### config.mk
export PLATFORM = sky130hd
export DESIGN_NAME = vacc_dbuf
export DESIGN_NICKNAME = d
export VERILOG_FILES = /design/src/rtl/vacc_dbuf.sv
export SDC_FILE = /design/constraint.sdc
export NUM_CORES = 1
export LEC_CHECK = 0
export CORE_MARGIN = 1
export CORE_UTILIZATION = 40
export CTS_BUF_LIST = sky130_fd_sc_hd__clkbuf_4 sky130_fd_sc_hd__clkbuf_8
export DETAILED_ROUTE_END_ITERATION = 12
export GPL_ROUTABILITY_DRIVEN = 0
export SLEW_MARGIN = 20
export SYNTH_ARGS = -nofsm -noshare
export SYNTH_HDL_FRONTEND = slang
export SYNTH_SLANG_ARGS = --single-unit
### constraint.sdc
create_clock -name clk -period 2.5 [get_ports clk]
set_input_delay 0.5 -clock clk [delete_from_list [all_inputs] [get_ports clk]]
set_output_delay 0.5 -clock clk [all_outputs]
set_load 0.01 [all_outputs]
### src/rtl/vacc_dbuf.sv
// Double-buffered vector accumulator: sums ACC_LEN samples per element and
// writes each sum into the frame's bank; two read ports fetch from either bank.
module vacc_dbuf #(
    parameter int INPUT_WIDTH   = 4,
    parameter int ACC_LEN_BITS  = 8,
    parameter int VECTOR_LENGTH = 32,
    localparam int VLB          = $clog2(VECTOR_LENGTH),
    localparam int ACC_WIDTH    = INPUT_WIDTH + ACC_LEN_BITS
) (
    input  logic                 clk,
    input  logic                 rst_n,
    input  logic                 sync,
    input  logic [INPUT_WIDTH-1:0] din,
    input  logic                 buf_sel,
    input  logic [VLB-1:0]       ant_sel_a,
    input  logic [VLB-1:0]       ant_sel_b,
    output logic [ACC_WIDTH-1:0] dout_a,
    output logic [ACC_WIDTH-1:0] dout_b
);
    localparam int CTR_W = ACC_LEN_BITS + VLB;
    localparam int AW    = VLB + 1;
    localparam logic [CTR_W-1:0] CTR_MAX = CTR_W'((2 ** ACC_LEN_BITS) * VECTOR_LENGTH - 1);

    logic [CTR_W-1:0]        ctr;
    logic                    active_bank;
    logic [ACC_LEN_BITS-1:0] sample_index;
    logic [VLB-1:0]          vec_index;
    logic                    last;
    logic [ACC_WIDTH-1:0]    din_ext;

    assign sample_index = ctr[ACC_LEN_BITS-1:0];
    assign vec_index    = ctr[CTR_W-1:ACC_LEN_BITS];
    assign last         = (sample_index == '1) || sync;
    assign din_ext      = {{ACC_LEN_BITS{din[INPUT_WIDTH-1]}}, din};

    always_ff @(posedge clk) begin
        if (!rst_n) begin
            ctr         <= '0;
            active_bank <= 1'b0;
        end else if (sync) begin
            ctr         <= '0;
            active_bank <= 1'b0;
        end else if (ctr == CTR_MAX) begin
            ctr         <= '0;
            active_bank <= ~active_bank;
        end else begin
            ctr <= ctr + 1'b1;
        end
    end

    // Stage 1 registers the sample, stage 2 accumulates, stage 3 feeds the write port.
    logic [ACC_WIDTH-1:0]   din_r, acc, sum, wr_data;
    logic                   last_r, valid, we;
    logic [2:0][VLB-1:0]    vec_pipe;
    logic [2:0]             bank_pipe;
    logic [AW-1:0]          wr_addr;

    always_ff @(posedge clk) begin
        if (!rst_n) begin
            din_r     <= '0;
            last_r    <= 1'b0;
            acc       <= '0;
            sum       <= '0;
            valid     <= 1'b0;
            wr_data   <= '0;
            we        <= 1'b0;
            vec_pipe  <= '0;
            bank_pipe <= '0;
        end else begin
            din_r     <= din_ext;
            last_r    <= last;
            sum       <= acc + din_r;
            valid     <= last_r;
            acc       <= last_r ? '0 : acc + din_r;
            wr_data   <= sum;
            we        <= valid;
            vec_pipe  <= {vec_pipe[1:0], vec_index};
            bank_pipe <= {bank_pipe[1:0], active_bank};
        end
    end

    assign wr_addr = {bank_pipe[2], vec_pipe[2]};

    // Two copies of the same storage so each read port gets its own RAM.
    logic [ACC_WIDTH-1:0] ram_a [2**AW];
    logic [ACC_WIDTH-1:0] ram_b [2**AW];
    logic [ACC_WIDTH-1:0] q_a, q_b;

    always_ff @(posedge clk) begin
        if (we) begin
            ram_a[wr_addr] <= wr_data;
            ram_b[wr_addr] <= wr_data;
        end
    end

    always_ff @(posedge clk) begin
        if (!rst_n) begin
            q_a    <= '0;
            q_b    <= '0;
            dout_a <= '0;
            dout_b <= '0;
        end else begin
            q_a    <= ram_a[{buf_sel, ant_sel_a}];
            q_b    <= ram_b[{buf_sel, ant_sel_b}];
            dout_a <= q_a;
            dout_b <= q_b;
        end
    end
endmodule

==> Word level (Yosys, flattened, before mapping) <==
Memories as Yosys holds them, arrays and structs flattened. A register that Yosys moved wholly into a read port is not among the register bits.
Index checks and enable logic that the tools add are counted.
{ "totals": {"regBits": 99, "mem_bits_rw": 1536, "inputBits": 18, "output_inout_bits": 24, "word_cells": 31, "mem_count": 2} }
{ "mem_list": {"columns": ["name", "depth", "word_bits", "read_ports", "rd_ports_with_merged_regs", "wr", "line", "text"], "rows": [
  ["ram_a", 64, 12, 1, 1, 1, "85", "logic [ACC_WIDTH-1:0] ram_a [2**AW];"],
  ["ram_b", 64, 12, 1, 1, 1, "86", "logic [ACC_WIDTH-1:0] ram_b [2**AW];"]
]} }
{ "op_classes": {"addsub": 2, "n_eq_ne": 2, "muxes": 2, "bitwise": 2, "reduce_logical": 6} }
{ "op_table": {"columns": ["operator", "n"], "rows": [
  ["13-bit by 1-bit adder with 13-bit output (second input constant)", 1],
  ["13-bit equality test (second input constant)", 1],
  ["12-bit adder", 1],
  ["8-bit equality test (second input constant)", 1],
  ["2-bit OR reduction", 2],
  ["3-bit OR reduction", 1],
  ["1-bit logical NOT", 2],
  ["1-bit two-way mux", 2],
  ["1-bit inverter", 2],
  ["1-bit logical OR", 1]
]} }

==> Logic depth before layout (Yosys ltp) <==
{ "logic_depth": {"depth_word": 2, "mapped_depth": 10, "mapped_depth_nobuf": 7} }

==> Least setup slack after synthesis <==
No wires, ideal clock.
{ "synth_timing": {"path_type": "input to register", "start": "in ant_sel_b[0]", "end": "reg q_b[11] (read register of ram_b)", "setup_ns": 0.133, "arrival_ns": 2.128, "required_time_ns": 2.367, "path_slack_ns": 0.239, "stages": 7, "n_path_buf": 3, "cell_sequence": "buf_2 buf_6 buf_2 mux4_2 a32o_1 nor3_1 o22ai_1"} }
{ "synth_lines": {"columns": ["element", "line", "text"], "rows": [
  ["start: declaration", "16", "input logic [VLB-1:0] ant_sel_b,"],
  ["end: declaration", "87", "logic [ACC_WIDTH-1:0] q_a, q_b;"]
]} }

==> results_dict.tcl <==
set metrics [dict create \
    postRouteAntennaNets 0 \
    synth-edff-count 768 \
    synth_top_area_frac 0.581 \
    run_status "completed" \
    synthArstFlopShare 0 \
    die_h_um 317 \
    cts.sinks 891 \
    drive_above_1_share 0.377 \
    ys_warn_count 0 \
    fin_worst_hold_slack_ns 0.177 \
    tightestPinTransition_ns 1.12 \
    postCtsSetupBuffers 0 \
    core_area_mm2 0.0983 \
    port_buffers 41 \
    ios 42 \
    largest_register_ffs 756 \
    htreeDepth 4 \
    rr_worst_depth 7 \
    place_hpwl_um 88600 \
    power.internal_mw 24.9 \
    cts_buffers 151 \
    cts.reportedPaths.clkPinSlew_ns 0.06 \
    synth_xor_xnor_area_share 0.00420 \
    row_count 115 \
    min_period_over_period 0.949 \
    grt_setup_unrepaired "no" \
    period_needed_ns 2.37 \
    hold_violations 0 \
    cp.arrival_ns 3.07 \
    die_w_um 317 \
    die_area_mm2 0.100 \
    critPathCaptureType "flop" \
    synth_fa_ha_area_frac 0.00429 \
    endpoint "q_a[6]" \
    synth.largest_area_cell "edfxtp_1" \
    cp_max_fo 36 \
    ys_ff_latch 891 \
    hold_buffers 0 \
    cts_resized 0 \
    grt_max_degree 65 \
    clockBufferDepth 3 \
    slew_headroom 0.246 \
    seqPwrFrac 0.500 \
    cellLeakagePower_nw 16.2 \
    vias 25276 \
    combPwrFrac 0.089 \
    synth_ff_type "edfxtp_1" \
    grt_overflow 0 \
    drc 0 \
    antenna_found_initial 10 \
    p_sw_frac 0.244 \
    r2r_end "sum[10]" \
    gr-usage-all-layers 0.261 \
    yosys.area_share.simple 0.0561 \
    crit_start "ant_sel_a[0]" \
    cts_tree "done" \
    crit_required_ns 3.20 \
    max_clock_freq_mhz 421 \
    area_growth_pct 20.6 \
    hp-class "in -> reg" \
    synthMuxAreaShare 0.225 \
    r2r_slack_ns 0.14 \
    grt_pass1_wl_um 183000 \
    path_class "in -> reg" \
    synth-compound-area-share 0.0455 \
    rr_startpoint "din_r[0]" \
    synth_top_family_by_area "multiplexers" \
    seq_area_frac_synth 0.643 \
    synth_cells 2223 \
    avgSynthCellArea_um2 17.8 \
    drt_iter0_markers 3554 \
    reg.largest.list "ram_b (756), vec_pipe (15), ctr (13)" \
    setup_viol 0 \
    finClkSkew_ns 0.0390 \
    final_nets 2684 \
    clockPowerShare 0.412 \
    final_util 0.487 \
    clockRootBuffer "clkbuf_8" \
    synth_cell_types 64 \
    wirelength_um 130000 \
    drt-vias-per-instance 6.21 \
    clock_latency_ns 0.85 \
    wl_per_cell_um 31.9 \
    slew_violations 0 \
    syn_nets 2254 \
    critical_path.startpoint_type "input pin" \
    irDropWorstVdd_mv 0.473 \
    power_density_mw_per_mm2 690 \
    max_cap_viol_count 0 \
    start_util 0.404 \
    synthTopCellsByArea "edfxtp_1, mux4_2, dfxtp_1" \
    dr.pass1.iters 6 \
    top_register "ram_b" \
    grt_pass1_vias 25403 \
    syn_area_mm2 0.0397 \
    power_switching_mw 8.04 \
]
[synth_stat cells, drive strengths merged, types with 8 or more instances]
library cell	number
mux2	22
nor3	41
a21o	8
nor2	134
mux2i	65
xnor2	9
buf	92
clkbuf	67
dfxtp	123
o22ai	72
a22oi	62
o21ai	23
nor4	9
and2	74
a21oi	25
xor2	10
and3	8
ha	12
or3	14
nor3b	8
nand2b	21
mux4	355
nand3	30
nand2	52
edfxtp	768
nor2b	20
[kinds of logic (layout without fill, tap and decap cells)]
group	Yosys count	after routing
other	0	6
flip-flops	891	891
AO/OA/AOI/OAI	258	258
AND/OR/NAND/NOR	437	437
XOR/XNOR	19	19
adder cells (fa/ha/maj)	13	13
buffers and inverters	163	715
multiplexers	442	442
[how the worst min path moves through the flow]
stage | slack (ns) | to | startpoint | depth (start not counted)
global placement | 0.41 | wr_data[11] | sum[11] | 1
CTS | 0.11 | din_r[1] | rst_n | 3
finish | 0.18 | din_r[3] | rst_n | 3
global route | 0.16 | sum[11] | rst_n | 3
floorplan | 0.41 | bank_pipe[1] | bank_pipe[0] | 1
detailed placement | 0.42 | wr_data[5] | sum[5] | 1
[cell type report]
| type | count | area [µm²] |
|---|---|---|
| antenna | 6 | 15.0 |
| fill | 8126 | 50400 |
| tap | 1287 | 1610 |
| inverter | 4 | 15.0 |
| multi-input combinational | 1169 | 13300 |
| clock buffer | 197 | 2480 |
| sequential | 891 | 25500 |
| clock inverter | 78 | 631 |
| timing repair buffer | 436 | 4220 |
[layer usage]
layer	track usage	vias to the layer above	wire length [µm]
met4	0.113	2	5530
met3	0.0722	289	15700
met1	0.355	13209	49900
li1	-	10157	-
met5	0	-	9
met2	0.395	1619	58500
[worst max-delay path, cell delays in order]
cell      delay (ns)
clkbuf_8        0.30
buf_12          0.31
buf_4           0.23
mux4_2          0.50
mux2i_1         0.35
a211oi_1        0.31
or3_1           0.47
[power groups by stage]
stage | clock network, mW | registers (mW) | logic [mW]
after floorplan | 0 | 16.8 | 1.42
after global routing | 14.3 | 16.5 | 3.04
after CTS | 13.8 | 16.5 | 2.88
after global placement | 0 | 16.8 | 2.84
after detailed placement | 0 | 16.8 | 2.87
final | 13.6 | 16.5 | 2.92
[metrics by stage]
step | total power [mW] | instances | worst slack, ns | TNS, ns | cell area [µm²]
detailed placement | 19.7 | 3787 | -0.642 | -6.55 | 44700
floorplan | 18.2 | 2223 | 0.239 | 0 | 39700
global route | 33.9 | 4063 | 0.0457 | 0 | 47800
finish | 33.0 | 4068 | 0.127 | 0 | 47800
CTS | 33.1 | 4062 | 0.135 | 0 | 47800
global placement | 19.6 | 3787 | -0.620 | -6.77 | 44700
[placed cells by master, fill, tap and decap left out, types with 8 or more instances in the layout]
cell / count
buf_4: 329
and3_1: 8
buf_12: 68
a22oi_1: 62
dfxtp_2: 12
nor2_1: 134
nor3_1: 39
clkdlybuf4s50_1: 32
nand2b_1: 21
mux4_2: 346
o22ai_1: 72
o21ai_0: 23
clkinv_1: 33
mux2_2: 22
clkbuf_4: 37
mux4_1: 9
nand3_1: 30
clkinv_2: 23
dfxtp_1: 111
nor4_1: 9
a21oi_1: 25
ha_1: 12
a21o_1: 8
and2_1: 74
edfxtp_1: 768
mux2i_1: 65
nor3b_1: 8
nor2b_1: 17
nand2_1: 52
clkbuf_8: 162
xor2_1: 10
xnor2_1: 9
or3_1: 14
Note: power is estimated with default switching activity, not from simulation.
